==> src/rtl/tl_xing_rr_arbiter.sv <==
// ----------------------------------------------------------------------------
// tl_xing_rr_arbiter
//
// Round-robin arbiter that shares one TL-UL bus-crossing port (A/D channels,
// 64-bit data) between NUM_REQ = 1<<REQ_BITS clients. It drives the widget_in
// side of the width-widget/bus-xing coupler.
//
// A channel: one client is granted per cycle. The granted client's fields
// pass straight through, and its source is extended with the client index,
// out_a_bits_source = {grant_idx, client_source}. Two things keep the grant
// on one client. A multi-beat Put holds the grant until its last beat fires.
// A stalled (valid && !ready) message keeps the grant until it is accepted.
//
// D channel: responses are steered back by the top REQ_BITS bits of
// out_d_bits_source. Those bits are stripped before the source reaches the
// clients. All other D fields are broadcast to every client.
//
// Both channels have zero latency and no buffering.
//
// Ports
//   clock, reset          clock; asynchronous active-high reset
//   in_a_*                per-client A channels (packed, client i in slice i)
//   in_d_*                per-client D valid/ready, shared D payload
//   out_a_*               A channel towards the coupler
//   out_d_*               D channel from the coupler
//   perf_grants           (TL_XING_ARB_PERF_EN only) per-client 16-bit
//                         saturating count of completed A messages
//
// Build option
//   TL_XING_ARB_PERF_EN   adds the perf_grants port and its counters.
//                         Arbitration is identical with or without it.
// ----------------------------------------------------------------------------
module tl_xing_rr_arbiter #(
  parameter  int REQ_BITS  = 1,
  parameter  int SRC_W     = 5,
  parameter  int ADDR_W    = 31,
  localparam int NUM_REQ   = 1 << REQ_BITS,
  localparam int OUT_SRC_W = SRC_W + REQ_BITS
) (
  input  logic                      clock,
  input  logic                      reset,
  // client A channels
  input  logic [NUM_REQ-1:0]        in_a_valid,
  output logic [NUM_REQ-1:0]        in_a_ready,
  input  logic [3*NUM_REQ-1:0]      in_a_bits_opcode,
  input  logic [3*NUM_REQ-1:0]      in_a_bits_param,
  input  logic [3*NUM_REQ-1:0]      in_a_bits_size,
  input  logic [SRC_W*NUM_REQ-1:0]  in_a_bits_source,
  input  logic [ADDR_W*NUM_REQ-1:0] in_a_bits_address,
  input  logic [8*NUM_REQ-1:0]      in_a_bits_mask,
  input  logic [64*NUM_REQ-1:0]     in_a_bits_data,
  input  logic [NUM_REQ-1:0]        in_a_bits_corrupt,
  // client D channels
  input  logic [NUM_REQ-1:0]        in_d_ready,
  output logic [NUM_REQ-1:0]        in_d_valid,
  output logic [2:0]                in_d_bits_opcode,
  output logic [1:0]                in_d_bits_param,
  output logic [2:0]                in_d_bits_size,
  output logic [SRC_W-1:0]          in_d_bits_source,
  output logic                      in_d_bits_sink,
  output logic                      in_d_bits_denied,
  output logic [63:0]               in_d_bits_data,
  output logic                      in_d_bits_corrupt,
  // coupler A channel
  output logic                      out_a_valid,
  input  logic                      out_a_ready,
  output logic [2:0]                out_a_bits_opcode,
  output logic [2:0]                out_a_bits_param,
  output logic [2:0]                out_a_bits_size,
  output logic [OUT_SRC_W-1:0]      out_a_bits_source,
  output logic [ADDR_W-1:0]         out_a_bits_address,
  output logic [7:0]                out_a_bits_mask,
  output logic [63:0]               out_a_bits_data,
  output logic                      out_a_bits_corrupt,
  // coupler D channel
  input  logic                      out_d_valid,
  output logic                      out_d_ready,
  input  logic [2:0]                out_d_bits_opcode,
  input  logic [1:0]                out_d_bits_param,
  input  logic [2:0]                out_d_bits_size,
  input  logic [OUT_SRC_W-1:0]      out_d_bits_source,
  input  logic                      out_d_bits_sink,
  input  logic                      out_d_bits_denied,
  input  logic [63:0]               out_d_bits_data,
  input  logic                      out_d_bits_corrupt
`ifdef TL_XING_ARB_PERF_EN
  ,
  output logic [16*NUM_REQ-1:0]     perf_grants
`endif
);

  localparam logic [2:0] OP_PUT_FULL    = 3'd0;
  localparam logic [2:0] OP_PUT_PARTIAL = 3'd1;

  // Number of data beats in a message. Only Puts carry data. A 64-bit beat
  // holds 8 bytes, and size is capped at 6 (64 bytes, 8 beats).
  function automatic logic [3:0] beats_of(input logic [2:0] opcode,
                                          input logic [2:0] size);
    logic [2:0] sz;
    sz = (size > 3'd6) ? 3'd6 : size;
    if ((opcode == OP_PUT_FULL || opcode == OP_PUT_PARTIAL) && sz > 3'd3)
      return 4'd1 << (sz - 3'd3);
    return 4'd1;
  endfunction

  // Arbitration state
  logic [REQ_BITS-1:0] rr_ptr;      // next preferred client
  logic                locked;      // mid-burst: grant pinned to owner
  logic                held;        // stalled message: grant pinned to owner
  logic [REQ_BITS-1:0] owner;
  logic [2:0]          beats_left;  // beats still to fire after the current one

  logic [REQ_BITS-1:0] grant;
  logic [REQ_BITS-1:0] cand;

  // Scan from the highest offset down, so the client closest to rr_ptr is
  // the one left in grant. With no valid client, grant falls back to rr_ptr.
  // out_a_valid is then 0, so that fallback value has no effect.
  // NOTE: every variable written in always_comb is given a default first.
  // Otherwise a path that skips the assignment infers a latch.
  always_comb begin
    grant = rr_ptr;
    cand  = rr_ptr;
    if (locked || held) begin
      grant = owner;
    end else begin
      for (int k = NUM_REQ - 1; k >= 0; k--) begin
        cand = rr_ptr + REQ_BITS'(k);
        if (in_a_valid[cand]) grant = cand;
      end
    end
  end

  // Mux the granted client's A fields
  logic [2:0]        sel_opcode, sel_param, sel_size;
  logic [SRC_W-1:0]  sel_source;
  logic [ADDR_W-1:0] sel_address;
  logic [7:0]        sel_mask;
  logic [63:0]       sel_data;
  logic              sel_corrupt;

  always_comb begin
    sel_opcode  = '0;
    sel_param   = '0;
    sel_size    = '0;
    sel_source  = '0;
    sel_address = '0;
    sel_mask    = '0;
    sel_data    = '0;
    sel_corrupt = 1'b0;
    in_a_ready  = '0;
    for (int i = 0; i < NUM_REQ; i++) begin
      if (REQ_BITS'(i) == grant) begin
        sel_opcode    = in_a_bits_opcode[3*i +: 3];
        sel_param     = in_a_bits_param[3*i +: 3];
        sel_size      = in_a_bits_size[3*i +: 3];
        sel_source    = in_a_bits_source[SRC_W*i +: SRC_W];
        sel_address   = in_a_bits_address[ADDR_W*i +: ADDR_W];
        sel_mask      = in_a_bits_mask[8*i +: 8];
        sel_data      = in_a_bits_data[64*i +: 64];
        sel_corrupt   = in_a_bits_corrupt[i];
        in_a_ready[i] = out_a_ready & in_a_valid[i];
      end
    end
  end

  assign out_a_valid        = in_a_valid[grant];
  assign out_a_bits_opcode  = sel_opcode;
  assign out_a_bits_param   = sel_param;
  assign out_a_bits_size    = sel_size;
  assign out_a_bits_source  = {grant, sel_source};
  assign out_a_bits_address = sel_address;
  assign out_a_bits_mask    = sel_mask;
  assign out_a_bits_data    = sel_data;
  assign out_a_bits_corrupt = sel_corrupt;

  logic       a_fire;
  logic [3:0] grant_beats;
  logic       msg_done;

  assign a_fire      = out_a_valid & out_a_ready;
  assign grant_beats = beats_of(sel_opcode, sel_size);
  // A message completes on a single-beat fire or on the last burst beat
  assign msg_done    = a_fire & (locked ? (beats_left == 3'd1)
                                        : (grant_beats == 4'd1));

  // NOTE: sequential state is updated with non-blocking assignments only.
  // Every register then samples pre-edge values, whatever the statement order.
  always_ff @(posedge clock or posedge reset) begin
    if (reset) begin
      rr_ptr     <= '0;
      locked     <= 1'b0;
      held       <= 1'b0;
      owner      <= '0;
      beats_left <= '0;
    end else if (a_fire) begin
      held <= 1'b0;
      if (locked) begin
        beats_left <= beats_left - 3'd1;
        if (beats_left == 3'd1) locked <= 1'b0;
      end else if (grant_beats > 4'd1) begin
        locked     <= 1'b1;
        owner      <= grant;
        beats_left <= 3'(grant_beats - 4'd1);
      end
      if (msg_done) rr_ptr <= grant + REQ_BITS'(1);
    end else if (out_a_valid) begin
      // Stalled: pin the grant so the offered message cannot be swapped
      held  <= 1'b1;
      owner <= grant;
    end
  end

`ifdef TL_XING_ARB_PERF_EN
  logic [15:0] perf_cnt [NUM_REQ];

  // NOTE: this counter array is reset element by element. The counts must
  // start from a known 0, so it is not left to power-up state like a RAM.
  always_ff @(posedge clock or posedge reset) begin
    if (reset) begin
      for (int i = 0; i < NUM_REQ; i++) perf_cnt[i] <= '0;
    end else if (msg_done && perf_cnt[grant] != 16'hFFFF) begin
      perf_cnt[grant] <= perf_cnt[grant] + 16'd1;
    end
  end

  always_comb begin
    perf_grants = '0;
    for (int i = 0; i < NUM_REQ; i++) perf_grants[16*i +: 16] = perf_cnt[i];
  end
`endif

  // D channel: steer by the index carried in the top source bits
  logic [REQ_BITS-1:0] d_idx;
  assign d_idx = out_d_bits_source[OUT_SRC_W-1 -: REQ_BITS];

  always_comb begin
    in_d_valid = '0;
    for (int i = 0; i < NUM_REQ; i++)
      in_d_valid[i] = out_d_valid & (REQ_BITS'(i) == d_idx);
  end

  assign out_d_ready       = in_d_ready[d_idx];
  assign in_d_bits_opcode  = out_d_bits_opcode;
  assign in_d_bits_param   = out_d_bits_param;
  assign in_d_bits_size    = out_d_bits_size;
  assign in_d_bits_source  = out_d_bits_source[SRC_W-1:0];
  assign in_d_bits_sink    = out_d_bits_sink;
  assign in_d_bits_denied  = out_d_bits_denied;
  assign in_d_bits_data    = out_d_bits_data;
  assign in_d_bits_corrupt = out_d_bits_corrupt;

endmodule

==> config.mk <==
export PLATFORM = sky130hd
export DESIGN_NAME = tl_xing_rr_arbiter
export DESIGN_NICKNAME = d
export VERILOG_FILES = /design/src/rtl/tl_xing_rr_arbiter.sv
export SDC_FILE = /design/constraint.sdc
export NUM_CORES = 1
export LEC_CHECK = 0
export CORE_AREA = 2 2 207 209
export DETAILED_ROUTE_END_ITERATION = 10
export DIE_AREA = 0 0 209 211
export PLACE_DENSITY = 0.34
export SLEW_MARGIN = 40
export SYNTH_ARGS = -nofsm -noshare
export SYNTH_HDL_FRONTEND = slang
export SYNTH_SLANG_ARGS = --single-unit
==> constraint.sdc <==
create_clock -name clock -period 4.85 [get_ports clock]
set_clock_uncertainty 0.05 [all_clocks]
set_input_delay 0.7275 -clock clock [delete_from_list [all_inputs] [get_ports clock]]
set_output_delay 0.7275 -clock clock [all_outputs]
set_load 0.02 [all_outputs]
# After elaboration in Yosys (flattened, before gate mapping)
# Cells that the tools add are included.
[op_classes]
multipliers = 0
magnitude_cmp = 7
n_eq_ne = 5
mux = 37
bitwise_logic = 7
n_reduce_logical = 9
n_addsub = 5
div = 0
shift = 1
[ops]
columns = ["op", "n"]
rows = [
  ["$mux W64", 1],
  ["$mux W31", 1],
  ["$mux W1", 25],
  ["$mux W3", 6],
  ["$lt A1 B2 Y1 const B", 4],
  ["$mux W4", 2],
  ["$mux W8", 1],
  ["$and A1 B1 Y1", 6],
  ["$eq A3 B1 Y1 const B", 2],
  ["$sub A3 B1 Y3 const B", 2],
  ["$mux W5", 1],
  ["$eq A4 B1 Y1 const B", 1],
  ["$gt A4 B1 Y1 const B", 1],
  ["$reduce_and A2 Y1", 2],
  ["$reduce_bool A2 Y1", 2],
  ["$shl A1 B3 Y4 const A", 1],
  ["$gt A3 B2 Y1 const B", 1],
  ["$gt A3 B3 Y1 const B", 1],
  ["$logic_not A3 Y1", 1],
  ["$reduce_and A3 Y1", 1],
  ["$sub A3 B2 Y3 const B", 1],
  ["$add A1 B1 Y1 const B", 2],
  ["$logic_or A1 B1 Y1", 2],
  ["$ne A2 B1 Y1 const B", 1],
  ["3 further kinds", 3],
]
[word_totals]
mem_bits_ro = 0
latchBits = 0
word_cells = 76
ramBits = 0
n_memories = 0
output_inout_bits = 205
reg_bits = 7

# Depth between registers and ports, before layout
[depth]
depth_word = 17
ltp_mapped = 19
mapped_depth_nobuf = 17

# Least setup slack after synthesis
# No wires, ideal clock.
[synth_timing]
path_type = "input to register"
start = "input port in_a_valid[1]"
end = "register beats_left[2]"
t_arrival_ns = 3.696
path_stages = 18
path_buffers = 1
path_slack_ns = 0.979
setup_time_ns = 0.125
required_time_ns = 4.675
cell_sequence = "nor2b_1 -> o211a_2 -> nor2_4 -> inv_2 -> buf_2 -> nand2_1 -> nand2_1 -> and3_1 -> ha_1 -> nor4_1 -> a21o_1 -> ha_1 -> nor2b_1 -> or4b_4 -> a211oi_2 -> nor2_1 -> nand4_1 -> nand3_1"
[synth_via]
elab_chain_cells = 15
[synth_rtl]
columns = ["item", "line_no", "text"]
rows = [
  ["start: declaration", "43", "input logic [NUM_REQ-1:0] in_a_valid,"],
  ["$mux W1 (not written as such) (2 in series)", "129", "if (in_a_valid[cand]) grant = cand;"],
  ["$mux W1", "129", ""],
  ["$mux W1 (*)", "129", ""],
  ["$mux W1 (*)", "124", "if (locked || held) begin"],
  ["$mux W3 (*)", "153", "if (REQ_BITS'(i) == grant) begin"],
  ["net out_a_bits_size[1]", "69", "output logic [2:0] out_a_bits_size,"],
  ["$gt A3 B3 Y1", "100", "sz = (size > 3'd6) ? 3'd6 : size;"],
  ["$mux W3 (*)", "100", ""],
  ["$sub A3 B2 Y3 / $gt A3 B2 Y1 (equally long branches)", "102, 101", ""],
  ["$shl A1 B3 Y4 / $logic_and A1 B1 Y1 (equally long branches)", "102, 101", ""],
  ["$mux W4 / $mux W1 (equally long branches)", "101", "if ((opcode == OP_PUT_FULL || opcode == OP_PUT_PARTIAL) && sz > 3'd3)"],
  ["$mux W4 (*)", "103", "return 4'd1;"],
  ["$gt A4 B1 Y1 / $sub A3 B1 Y3 (equally long branches)", "201, 204", ""],
  ["$reduce_bool A2 Y1 (no source line) / $mux W3 (equally long branches)", "-", ""],
  ["$reduce_and A2 Y1 (no source line) / $mux W3 (equally long branches)", "-", ""],
  ["end signal: assignment", "199", "beats_left <= beats_left - 3'd1;"],
  ["end signal: assignment", "204", "beats_left <= 3'(grant_beats - 4'd1);"],
  ["end: declaration", "111", "logic [2:0] beats_left;"],
]
# Mark *: on every way through the listed nets, which the timed path passes. The rest lies on a longest branch. The select of a mux whose other input is x is not followed.
# A chain may end at the register's enable or synchronous reset.

# Final worst setup path
[layout_timing]
start = "input port in_a_valid[0]"
end = "register beats_left[2]"
[layout_via]
elab_chain_cells = 15
[layout_rtl]
columns = ["item", "line_no"]
rows = [
  ["$mux W1 (not written as such) (2 in series)", "129"],
  ["$mux W1 (2 in series)", "129"],
  ["$mux W1", "124"],
  ["$mux W3", "153"],
  ["$gt A3 B3 Y1", "100"],
  ["$mux W3", "100"],
  ["$sub A3 B2 Y3 / $gt A3 B2 Y1 (equally long branches)", "102, 101"],
  ["$shl A1 B3 Y4 / $logic_and A1 B1 Y1 (equally long branches)", "102, 101"],
  ["$mux W4 / $mux W1 (equally long branches)", "101"],
  ["$mux W4", "103"],
  ["$gt A4 B1 Y1 / $sub A3 B1 Y3 (equally long branches)", "201, 204"],
  ["$reduce_bool A2 Y1 (no source line) / $mux W3 (equally long branches)", "-"],
  ["$reduce_and A2 Y1 (no source line) / $mux W3 (equally long branches)", "-"],
]
# Several ways; a longest one is shown, not always the timed one. The select of a mux whose other input is x is not followed.

==> results.md <==
Run status:
- The run finished with clean final reports.

Layout:
- Leaving out filler cells and counting taps, the final layout contains 1369.
- The number of antenna cells inserted is 0.
- The relative area change from synthesis to final layout is 133%.
- Of the cells placed in the final design, the portion with a size suffix greater than 1 is 0.0301.
- The layout net count is between 1k and 1.5k.
- For this run, the share of the core covered by cells in the final layout is 0.159.

Routing:
- After detailed routing, the average wire length per cell comes to about 14 µm.
- In this run the remaining antenna-violating nets after routing total 0.
- The DRC violation total after the first TritonRoute iteration is around 130.
- The via density per instance is around 3.2.
- The total iterations of the first detailed-routing run is 4.
- For this run, design rule violations remaining after detail routing come to 0.
- The routed via count is 4358.
- The total wirelength of the detailed-routed design is about 19000 µm.

Placed design:
- The final estimated routing congestion in global placement is roughly 0.75.
- Once placement completed, the tool counted placed cells totaling roughly 1.4k.
- Detailed placement finished with a half-perimeter wire length of ~16000 µm.
- Buffers placed on the I/O ports in this run total 369.

Pwr:
- VDD sags by at most 0.207 mV.
- The cell leakage power is about 2.8 nW.
- In this run the power density over the cells is between 300 and 400 mW/mm².

Timing:
- For the pin with the worst max-slew slack, the measured transition is approximately 0.69 ns.
- The total count of max-transition violations in the final report was 0.
- After layout, the minimum clock period comes to 4.27 ns.
- In the finished design, the share of the clock period the worst path needs comes to 0.880.
- Derived from the worst setup path, the maximum achievable clock frequency is 0.234 GHz.
- Setup repair after global routing left no endpoint under its margin.
- The headroom to the max-slew limit is 0.540.
- The setup-violating endpoint count in the final report is 0.
- The number of hold-slack violations in the final timing report is 0.
- Summed over all failing endpoints, the final setup total negative slack is 0 ns.

Die:
- The number of rows created at floorplan is 75.
- The initial core utilization is 0.0680.
- The vertical die dimension is roughly 210 µm.
- The area of the placeable core is ~0.042 mm².
- The boundary pin count is 530.
- The full die area is approximately 0.044 mm².
- Measured along the x axis, the die boundary spans between 200 and 250 µm.

Clock tree:
- The number of buffers inserted by hold repair at cts is 0.
- The CTS buffer count is 3.
- Clock tree synthesis found a total of 7 sinks.
- The number of resized instances in the post-cts repair step is 0.
- The maximum buffer depth of the clock tree is 2.
- The later pin in the worst-skew pair is clocked with a latency of approximately 0.23 ns.
- Post-CTS timing repair inserted 0 buffers for setup.
- In this run the clock root is driven by a sky130_fd_sc_hd__clkbuf_16.
- The CTS tree is yes.
- The H-tree depth reported by CTS is 1.
- The register clock-pin slew on the reported worst setup and hold paths is approximately 0.04 ns.

Logic synthesis:
- Of all flip-flops after synthesis, the portion carrying an async set or reset was 1.00.
- The number of warnings printed during yosys synthesis is 0.
- The synthesized area divided by synthesized cell count is 5.12 µm².
- The synthesized netlist net count is approximately 900.
- The cell area that synthesis handed to floorplanning was 0.00284 mm².
- The post-synthesis sequential element count is 7.
- In the synthesized netlist, the number of instances is between 500 and 600.
- The count of flip-flops with a built-in enable after synthesis is 0.
- The count of cell types in the netlist is between 40 and 50.
- In the synthesized netlist the dominant register cell turns out to be sky130_fd_sc_hd__dfrtp_1.
- For this run, the register share of the synthesized area comes to 0.0616.

GRT:
- The number of antenna violations at the first check in global routing is 0.
- The via count of the first global-routing pass is 4533.
- Entering global routing, the biggest net connects 62 pins.
- The first global-routing pass estimated 27300 µm of wire.
- The total global-route track usage is 0.0800.
- The total overflow left after global routing is 0.

Job:
- The max-cap check violation count is 0.

Critical path:
- The worst setup path is launched from an input pin.
- The critical-path maximum fanout is 6.
- For the worst setup path, the data arrival time is approximately 4.3 ns.
- The worst path required time is a little under 5 ns.
- The setup path with the least slack is of type input pin to flip-flop.
- STA classifies the critical path endpoint as a flip-flop.

Hold path:
- The tightest min-delay check is of the flip-flop to flip-flop type.
[per-stage QoR]
step	hold WS, ns	power [W]	area, µm²	worst slack (ns)
6_report	0.435	0.00243	6630	0.580
5_1_grt	0.485	0.00264	6630	0.356
4_1_cts	0.438	0.00247	6630	0.549
3_5_place_dp	0.427	0.00232	6550	0.330
3_3_place_gp	0.428	0.00234	6550	0.390
2_1_floorplan	0.406	0.00133	2840	0.979
[sequential cells by signal, summed over array words and instances, names as in the netlist]
name and flops:
beats_left 3, held 1, locked 1, owner 1, rr_ptr 1
[placed cells by master (no fill, tap or decap), types with 3 or more instances in the layout]
cell	instances
sky130_fd_sc_hd__o31ai_1	4
sky130_fd_sc_hd__mux2_2	3
sky130_fd_sc_hd__nand2_1	352
sky130_fd_sc_hd__inv_1	9
sky130_fd_sc_hd__nor2_1	12
sky130_fd_sc_hd__buf_4	10
sky130_fd_sc_hd__a21oi_1	6
sky130_fd_sc_hd__ha_1	5
sky130_fd_sc_hd__clkbuf_16	3
sky130_fd_sc_hd__nand2b_1	3
sky130_fd_sc_hd__nor2b_1	5
sky130_fd_sc_hd__clkdlybuf4s50_1	369
sky130_fd_sc_hd__dfrtp_1	7
[layer usage]
layer,routed length (µm),track usage,vias up,share of wire
met5,50,0.00779,-,0.0026
met4,1130,0.0436,2,0.059
met3,2130,0.0333,36,0.11
met2,9270,0.145,286,0.49
met1,6490,0.0765,1855,0.34
li1,-,-,2179,-
[worst max-delay path, cell delays in order]
cell and delay [ns]:
sky130_fd_sc_hd__clkdlybuf4s50_1 0.58, sky130_fd_sc_hd__nor2b_1 0.10, sky130_fd_sc_hd__o211a_2 0.29, sky130_fd_sc_hd__nor2_4 0.16
sky130_fd_sc_hd__inv_4 0.06, sky130_fd_sc_hd__mux2i_1 0.18, sky130_fd_sc_hd__inv_1 0.08, sky130_fd_sc_hd__and3_1 0.18
sky130_fd_sc_hd__ha_1 0.20, sky130_fd_sc_hd__nor4_1 0.27, sky130_fd_sc_hd__a21o_1 0.19, sky130_fd_sc_hd__ha_1 0.21
sky130_fd_sc_hd__nor2b_1 0.17, sky130_fd_sc_hd__or4b_4 0.47, sky130_fd_sc_hd__a211oi_2 0.25, sky130_fd_sc_hd__nor2_1 0.06
sky130_fd_sc_hd__nand4_1 0.09, sky130_fd_sc_hd__nand3_1 0.08
[power breakdown]
| part | internal, W | switching (W) |
|---|---|---|
| sequential | 0.0000831 | 0.0000204 |
| combinational | 0.000983 | 0.00120 |
| clock | 0.000109 | 0.0000298 |
| total | 0.00118 | 0.00125 |
[layout make-up]
class | instances | area (µm²)
fill | 4805 | 35100
timing repair buffer | 379 | 3770
multi-input combinational | 430 | 1900
tap | 539 | 674
sequential | 7 | 175
clock buffer | 4 | 78.8
inverter | 10 | 40.0
[kinds of logic after synthesis]
kind of cell	count (synthesis)	share of synthesized area
AOI/OAI and AO/OA	27	0.0696
adders and majority gates	5	0.0220
buffers and inverters	118	0.271
DFF	7	0.0616
muxes	6	0.0233
and+or+nand+nor	392	0.552
[cell usage after synthesis (2+ instances only)]
| cell | n | share of area |
|---|---|---|
| sky130_fd_sc_hd__mux2_1 | 2 | 0.0079 |
| sky130_fd_sc_hd__o31ai_1 | 4 | 0.011 |
| sky130_fd_sc_hd__inv_1 | 9 | 0.012 |
| sky130_fd_sc_hd__buf_1 | 2 | 0.0026 |
| sky130_fd_sc_hd__o21ai_0 | 2 | 0.0035 |
| sky130_fd_sc_hd__nand2b_1 | 3 | 0.0066 |
| sky130_fd_sc_hd__nor2_1 | 12 | 0.016 |
| sky130_fd_sc_hd__nand2_1 | 352 | 0.46 |
| sky130_fd_sc_hd__mux2_2 | 3 | 0.012 |
| sky130_fd_sc_hd__and3_1 | 2 | 0.0044 |
| sky130_fd_sc_hd__ha_1 | 5 | 0.022 |
| sky130_fd_sc_hd__buf_4 | 82 | 0.22 |
| sky130_fd_sc_hd__a31oi_1 | 2 | 0.0044 |
| sky130_fd_sc_hd__nor2b_1 | 5 | 0.011 |
| sky130_fd_sc_hd__a21oi_1 | 6 | 0.011 |
| sky130_fd_sc_hd__nor3_1 | 2 | 0.0035 |
| sky130_fd_sc_hd__o211ai_1 | 2 | 0.0053 |
| sky130_fd_sc_hd__dfrtp_1 | 7 | 0.062 |
| sky130_fd_sc_hd__buf_2 | 16 | 0.028 |
| sky130_fd_sc_hd__nand4_1 | 2 | 0.0044 |
| sky130_fd_sc_hd__nand3_1 | 2 | 0.0035 |
| sky130_fd_sc_hd__clkbuf_1 | 8 | 0.011 |
[worst paths after layout]
check / startpoint / end / slack [ns] / depth (start not counted)
setup / recovery: in_a_valid[0] / beats_left[2] / 0.58 / 18
hold / removal: beats_left[1] / beats_left[1] / 0.43 / 1
setup reg to reg: held / beats_left[2] / 1.08 / 17
hold reg to reg: beats_left[1] / beats_left[1] / 0.43 / 1
max in group asynchronous: reset / rr_ptr / 3.79 / 2
min in group asynchronous: reset / beats_left[0] / 0.71 / 2
Power figures use the tool's default switching activity.
